$ cat src/rtl/pc_fetch_pkg.sv
// pc_fetch_pkg: shared widths and fetch-FSM encodings
// for the N-queen core program counter / fetch unit.
package pc_fetch_pkg;

   localparam int ADDR_W_DEF = 6;
   localparam int INST_W_DEF = 16;

   localparam logic [2:0] ST_IDLE   = 3'd0;
   localparam logic [2:0] ST_FETCH  = 3'd1;
   localparam logic [2:0] ST_WAIT   = 3'd2;
   localparam logic [2:0] ST_HOLD   = 3'd3;
   localparam logic [2:0] ST_HALTED = 3'd4;

endpackage

$ cat src/rtl/pc_fetch_if.sv
// pc_fetch_if: jump input, imem req/ack bus and
// decoder valid/ready bus of the fetch unit.
interface pc_fetch_if
   import pc_fetch_pkg::*;
#(
   parameter int ADDR_W = ADDR_W_DEF,
   parameter int INST_W = INST_W_DEF
);

   logic              pc_we;
   logic [ADDR_W-1:0] pc_in;
   logic              halt;
   logic              imem_req;
   logic [ADDR_W-1:0] imem_addr;
   logic              imem_ack;
   logic [INST_W-1:0] imem_data;
   logic [INST_W-1:0] inst;
   logic [ADDR_W-1:0] inst_pc;
   logic              inst_valid;
   logic              inst_ready;
   logic              halted;

   modport master (
      input  pc_we, pc_in, halt,
      output imem_req, imem_addr,
      input  imem_ack, imem_data,
      output inst, inst_pc, inst_valid,
      input  inst_ready,
      output halted
   );

   modport slave (
      output pc_we, pc_in, halt,
      input  imem_req, imem_addr,
      output imem_ack, imem_data,
      input  inst, inst_pc, inst_valid,
      output inst_ready,
      input  halted
   );

endinterface

$ cat src/rtl/pc_fetch_pc_reg.sv
// pc_fetch_pc_reg: next-pc mux (jump / +1 / hold) and
// async-reset pc register, shared with the debug stepper.
module pc_fetch_pc_reg #(
   parameter int                ADDR_W   = 6,
   parameter logic [ADDR_W-1:0] RESET_PC = '0
) (
   input  logic              clk,
   input  logic              rst,
   input  logic              load,
   input  logic              inc,
   input  logic [ADDR_W-1:0] pc_in,
   output logic [ADDR_W-1:0] pc
);

   logic [ADDR_W-1:0] pc_d;

   // wraps modulo 2^ADDR_W
   always_comb begin
      pc_d = pc;
      unique case (1'b1)
         load:    pc_d = pc_in;
         inc:     pc_d = pc + ADDR_W'(1);
         default: pc_d = pc;
      endcase
   end

   always_ff @(posedge clk or negedge rst) begin
      if (!rst) pc <= RESET_PC;
      else      pc <= pc_d;
   end

endmodule

$ cat src/rtl/pc_fetch.sv
// pc_fetch: program counter and instruction-fetch sequencer,
// imem req/ack on one side, decoder valid/ready on the other.
module pc_fetch
   import pc_fetch_pkg::*;
#(
   parameter int                ADDR_W   = ADDR_W_DEF,
   parameter int                INST_W   = INST_W_DEF,
   parameter logic [ADDR_W-1:0] RESET_PC = '0
) (
   input logic        clk,
   input logic        rst,
   pc_fetch_if.master bus
);

   logic [2:0]        state;
   logic [2:0]        state_d;
   logic              flush;
   logic              flush_d;
   logic              load;
   logic              inc;
   logic              cap;
   logic              jump;
   logic [ADDR_W-1:0] pc;
   logic [ADDR_W-1:0] addr_q;
   logic [INST_W-1:0] inst_q;
   logic [ADDR_W-1:0] inst_pc_q;

   pc_fetch_pc_reg #(
      .ADDR_W   (ADDR_W),
      .RESET_PC (RESET_PC)
   ) u_pc (
      .clk   (clk),
      .rst   (rst),
      .load  (load),
      .inc   (inc),
      .pc_in (bus.pc_in),
      .pc    (pc)
   );

   assign jump = bus.pc_we;

   always_comb begin
      state_d = state;
      flush_d = flush;
      load    = 1'b0;
      inc     = 1'b0;
      cap     = 1'b0;
      unique case (state)
         ST_IDLE: begin
            state_d = ST_FETCH;
            load    = jump;
         end
         ST_FETCH: begin
            // request already issued: finish it, then refetch
            state_d = ST_WAIT;
            load    = jump;
            if (jump) flush_d = 1'b1;
         end
         ST_WAIT: begin
            load = jump;
            if (bus.imem_ack) begin
               flush_d = 1'b0;
               cap     = !(flush || jump);
               inc     = !(flush || jump);
               state_d = (flush || jump) ? ST_FETCH : ST_HOLD;
            end else if (jump) begin
               flush_d = 1'b1;
            end
         end
         ST_HOLD: begin
            load = jump;
            if (jump || bus.inst_ready) state_d = ST_FETCH;
         end
         ST_HALTED: state_d = ST_HALTED;
         default:   state_d = ST_IDLE;
      endcase
      if (bus.halt && state != ST_IDLE && state != ST_HALTED) begin
         state_d = ST_HALTED;
         flush_d = 1'b0;
         load    = 1'b0;
         inc     = 1'b0;
         cap     = 1'b0;
      end
   end

   always_ff @(posedge clk or negedge rst) begin
      if (!rst) begin
         state     <= ST_IDLE;
         flush     <= 1'b0;
         addr_q    <= '0;
         inst_q    <= '0;
         inst_pc_q <= '0;
      end else begin
         state <= state_d;
         flush <= flush_d;
         if (state == ST_FETCH) addr_q <= pc;
         if (cap) begin
            inst_q    <= bus.imem_data;
            inst_pc_q <= addr_q;
         end
      end
   end

   assign bus.imem_req   = (state == ST_FETCH) || (state == ST_WAIT);
   assign bus.imem_addr  = (state == ST_FETCH) ? pc :
                           (state == ST_WAIT)  ? addr_q : '0;
   assign bus.inst       = inst_q;
   assign bus.inst_pc    = inst_pc_q;
   assign bus.inst_valid = (state == ST_HOLD);
   assign bus.halted     = (state == ST_HALTED);

endmodule
$ cat src/flat_wrapper.sv
// flat-port wrapper written by rule: the top's interface ports become plain ports
module pc_fetch_flat import pc_fetch_pkg::*;
#(
   parameter int                ADDR_W   = ADDR_W_DEF,
   parameter int                INST_W   = INST_W_DEF,
   parameter logic [ADDR_W-1:0] RESET_PC = '0
)
  (clk, rst, bus_pc_we, bus_pc_in, bus_halt, bus_imem_req, bus_imem_addr, bus_imem_ack, bus_imem_data, bus_inst, bus_inst_pc, bus_inst_valid, bus_inst_ready, bus_halted);
  pc_fetch_if #(.ADDR_W(ADDR_W), .INST_W(INST_W)) bus_i ();
  input logic clk;
  input logic rst;
  input wire logic [$bits(bus_i.pc_we)-1:0] bus_pc_we;
  input wire logic [$bits(bus_i.pc_in)-1:0] bus_pc_in;
  input wire logic [$bits(bus_i.halt)-1:0] bus_halt;
  output wire logic [$bits(bus_i.imem_req)-1:0] bus_imem_req;
  output wire logic [$bits(bus_i.imem_addr)-1:0] bus_imem_addr;
  input wire logic [$bits(bus_i.imem_ack)-1:0] bus_imem_ack;
  input wire logic [$bits(bus_i.imem_data)-1:0] bus_imem_data;
  output wire logic [$bits(bus_i.inst)-1:0] bus_inst;
  output wire logic [$bits(bus_i.inst_pc)-1:0] bus_inst_pc;
  output wire logic [$bits(bus_i.inst_valid)-1:0] bus_inst_valid;
  input wire logic [$bits(bus_i.inst_ready)-1:0] bus_inst_ready;
  output wire logic [$bits(bus_i.halted)-1:0] bus_halted;
  assign bus_i.pc_we = bus_pc_we;
  assign bus_i.pc_in = bus_pc_in;
  assign bus_i.halt = bus_halt;
  assign bus_imem_req = bus_i.imem_req;
  assign bus_imem_addr = bus_i.imem_addr;
  assign bus_i.imem_ack = bus_imem_ack;
  assign bus_i.imem_data = bus_imem_data;
  assign bus_inst = bus_i.inst;
  assign bus_inst_pc = bus_i.inst_pc;
  assign bus_inst_valid = bus_i.inst_valid;
  assign bus_i.inst_ready = bus_inst_ready;
  assign bus_halted = bus_i.halted;
  pc_fetch #(.ADDR_W(ADDR_W), .INST_W(INST_W), .RESET_PC(RESET_PC)) u_core (.clk(clk), .rst(rst), .bus(bus_i));
endmodule
$ cat config.mk
export PLATFORM = sky130hd
export DESIGN_NAME = pc_fetch_flat
export DESIGN_NICKNAME = d
export VERILOG_FILES = /design/src/rtl/pc_fetch_pkg.sv /design/src/rtl/pc_fetch_if.sv /design/src/rtl/pc_fetch_pc_reg.sv /design/src/rtl/pc_fetch.sv /design/src/flat_wrapper.sv
export SDC_FILE = /design/constraint.sdc
export NUM_CORES = 1
export LEC_CHECK = 0
export ABC_CLOCK_PERIOD_IN_PS = 2730
export BUFFER_PORTS_ARGS = -buffer_cell sky130_fd_sc_hd__buf_2
export CAP_MARGIN = 25
export CORE_MARGIN = 3
export CORE_UTILIZATION = 54
export CTS_CLUSTER_SIZE = 12
export DETAILED_ROUTE_END_ITERATION = 10
export PLACE_DENSITY = 0.95
export REMOVE_ABC_BUFFERS = 1
export SYNTH_ARGS = -nofsm -noshare
export SYNTH_HDL_FRONTEND = slang
export SYNTH_SLANG_ARGS = --single-unit
$ cat constraint.sdc
create_clock -name clk -period 2.73 [get_ports clk]
set_input_delay 0.4095 -clock clk [delete_from_list [all_inputs] [get_ports clk]]
set_output_delay 0.4095 -clock clk [all_outputs]
set_load 0.02 [all_outputs]
==> reports/results.md <==
| Item | Value | Unit |
|---|---|---|
| Via count of the first global-routing pass | 1238 | - |
| Quantity of hold-fixing buffers added after cts | 0 | - |
| Number of warnings printed during yosys synthesis | 0 | - |
| Cell area power density | 1130 | nW/um2 |
| Total buffers and inverters traversed by the critical path | 1 | - |
| Capture point of the worst reg-to-reg path | u_core.u_pc.pc[3] | - |
| Layout overhead on the synthesized area | 20.2 | % |
| Number of design-rule violations left by the first detailed-router iteration | 45 | - |
| Launching instance or port of the critical path | u_core.state[1] | - |
| Post-synthesis instance total | 134 | - |
| Most common library cell in the layout ignoring fill and taps | buf_2 | - |
| Setup repair after global routing missed its margin | no | - |
| Run status | finished, final reports clean | - |
| Max frequency | 449 | MHz |
| Number of storage elements in the synthesis netlist | 38 | - |
| Clock slew seen by the registers of the worst setup and hold paths | 0.13 | ns |
| Switching Share | 37.6 | % |
| Fraction of layout cells with a size suffix above 1 | 52.6 | % |
| Depth of the most critical reg-to-reg path | 4 | - |
| Number of iterations in the first detailed-routing pass | 4 | - |
| Clock period minus final worst setup slack | 2.23 | ns |
| Largest fanout of any net on the critical path | 9 | - |
| DRC violations left | 0 | - |
| Clk pwr share | 18.8 | % |
| Clk sinks | 38 | - |
| Critical Path Source Type | register | - |
| Dominant delay contributor by cell family on the critical path | simple AND/OR/NAND/NOR gates | - |
| Source-to-sink clock delay at the later pin of the worst-skew pair | 0.35 | ns |
| Fin Clk Skew | 0.0194 | ns |
| Horizontal die dimension | 64.8 | um |
| Total global routing overflow | 0 | - |
| Residual antenna-violating net count after detailed routing | 0 | - |
| Max-slew headroom | 45.7 | % |
| Global-route total usage across every layer | 19.2 | % |
| Max-slew violation count | 0 | - |
| Share of total power in combinational logic | 41.7 | % |
| Placed instance area | 2140 | um2 |
| Number of max-cap violations | 0 | - |
| Rows | 20 | - |
| Number of antenna violations at the first check in global routing | 0 | - |
| Core area | 3180 | um2 |
| Start-to-end type of the worst setup path | reg -> out | - |
| Internal power contribution | 1.57 | mW |
| Hpwl dp | 2720 | um |
| Worst min path class | in -> async | - |
| Hold Vio Cnt, Final | 0 | - |
| Fraction of power consumed by sequential logic | 39.4 | % |
| Deepest clock path buffer count | 2 | - |
| Critical Path AT | 1.82 | ns |
| Final Routed Wirelength | 3860 | um |
| Post-CTS Repair Setup Buffers | 0 | - |
| Initial standard-cell utilization of the core | 58.7 | % |
| Crit path depth | 3 | - |
| CTS Root Buffer Type | clkbuf_4 | - |
| Post-synthesis instance area | 1870 | um2 |
| Post-synth cell types | 32 | - |
| Critical R2R Launch | u_core.state[0] | - |
| Final critical-path share of the clock period | 81.7 | % |
| Die height | 64.8 | um |
| Count of pins on the block boundary | 59 | - |
| Antenna cell count | 0 | - |
| Data required time at the worst endpoint | 2.32 | ns |
| Total number of vias | 1247 | - |
| Vias per std cell | 5.24 | - |
| Critical path endpoint | bus_imem_req | - |
| Full die area | 4200 | um2 |
| Net Sw Power | 951 | uW |
| Reg2reg setup slack | 0.68 | ns |
| Fraction of the yosys area taken by sequential cells | 50.9 | % |
| Slowest cell delay on critical path | 0.55 | ns |
| Static power due to leakage | 1.25 | nW |
| Fin area | 2240 | um2 |
| Avg WL per Cell | 16.2 | um |
| Slew at the pin closest to its max-slew limit | 0.815 | ns |
| CTS H-tree lvls | 2 | - |
| Sequence of cells on the critical path | nor3b_2 > or2_2 > buf_2 | - |
| Crit path capture type | primary output | - |
| Port buffer count | 58 | - |
| Layout Nets | 222 | - |
| Post-CTS Resized | 0 | - |
| CP max-delay cell | nor3b_2 | - |
| CTS tree | done | - |
| Pin count of the biggest net entering global routing | 39 | - |
| Most frequent cells in the layout | buf_2, dfrtp_1, mux2_4, mux2_2, nor2_1 | - |
| Maximum vdd ir drop | 0.407 | mV |
| Number of buffers created by CTS | 5 | - |
| Routability Congestion | 0.886 | - |
| Sum of negative setup slack | 0 | ns |
| Number of setup violations in the final report | 0 | - |
| Per-instance average area after synthesis | 13.9 | um2 |
| Wire length of the first global-routing pass | 6110 | um |
## how the worst min path moves through the flow
stage / to / startpoint / slack, ns
2_1_floorplan: async pin / rst / 0.11
3_3_place_gp: u_core.bus.inst[4] / u_core.bus.inst[4] / 0.49
3_5_place_dp: u_core.bus.inst[13] / u_core.bus.inst[13] / 0.49
4_1_cts: u_core.bus.inst_pc[4] / rst / 0.15
5_1_grt: u_core.bus.inst_pc[4] / rst / 0.19
6_report: u_core.bus.inst_pc[4] / rst / 0.13
## registers in the layout, summed over array words and instances, names as in the netlist, named ones only
signal / flops
u_core.flush: 1
u_core.bus.inst_pc: 6
u_core.bus.inst: 16
u_core.addr_q: 6
u_core.state: 2
u_core.u_pc.pc: 6
## layout make-up
type                    instances  area [um2]
clock inverters                 3        68.8
fillers                       220         935
flip-flops and latches         38         951
multi-input cells              84         815
repair buffers                 59         298
well taps                      44        55.1
clock buffers                   5        37.5
inverters                       5        18.8
## power by group through the flow
| stage | clock [mW] | sequential (mW) | combinational, mW |
|---|---|---|---|
| floorplan | 0 | 1.07 | 0.632 |
| finish | 0.476 | 0.996 | 1.05 |
| CTS | 0.484 | 0.987 | 1.06 |
| detailed placement | 0 | 0.996 | 1.06 |
| global placement | 0 | 0.973 | 1.03 |
| global route | 0.513 | 1.02 | 1.13 |
## cells in the mapped netlist
master	count	area (um2)
a211oi_2	1	12.5
a21oi_1	3	15.0
a22o_1	6	52.6
a22oi_1	3	22.5
a32oi_1	2	17.5
and2_1	1	6.26
and3_1	3	18.8
and4_1	1	8.76
buf_12	2	40.0
buf_6	3	33.8
clkbuf_1	1	3.75
clkbuf_2	1	5.00
dfrtp_1	38	951
ha_1	1	12.5
inv_1	5	18.8
mux2_2	7	78.8
mux2_4	22	330
mux2i_1	6	60.1
nand2_1	2	7.51
nand2b_1	1	6.26
nand3_1	1	5.00
nand4_1	1	6.26
nand4bb_4	1	27.5
nor2_1	7	26.3
nor3_1	1	5.00
nor3b_1	2	15.0
nor3b_2	1	12.5
o21a_1	1	7.51
o21ai_0	6	30.0
or2_0	1	6.26
or2_2	2	12.5
or4_4	1	11.3
## through the flow
stage	hold WS (ns)	setup WS [ns]	utilization, %	power (mW)	std cells
after floorplan	0.114	0.577	-	1.70	127
after global placement	0.488	0.755	67.2	2.00	230
after detailed placement	0.492	0.725	67.2	2.05	230
after CTS	0.150	0.496	70.6	2.53	238
after global routing	0.190	0.385	70.6	2.67	238
final	0.131	0.501	70.6	2.53	238
## kinds of logic after synthesis
kind of cell    synth area share (%)
mux                             25.1
compound gates                  8.44
buf+inv                         5.43
simple gates                    9.38
fa+ha+maj                      0.670
flops                           50.9
## routing by layer
metal	track usage [%]	wire length (um)
met1	24.8	1670
met2	30.8	1920
met3	4.16	186
met4	8.97	78
met5	0	0
(Power assumes the default switching activity.)
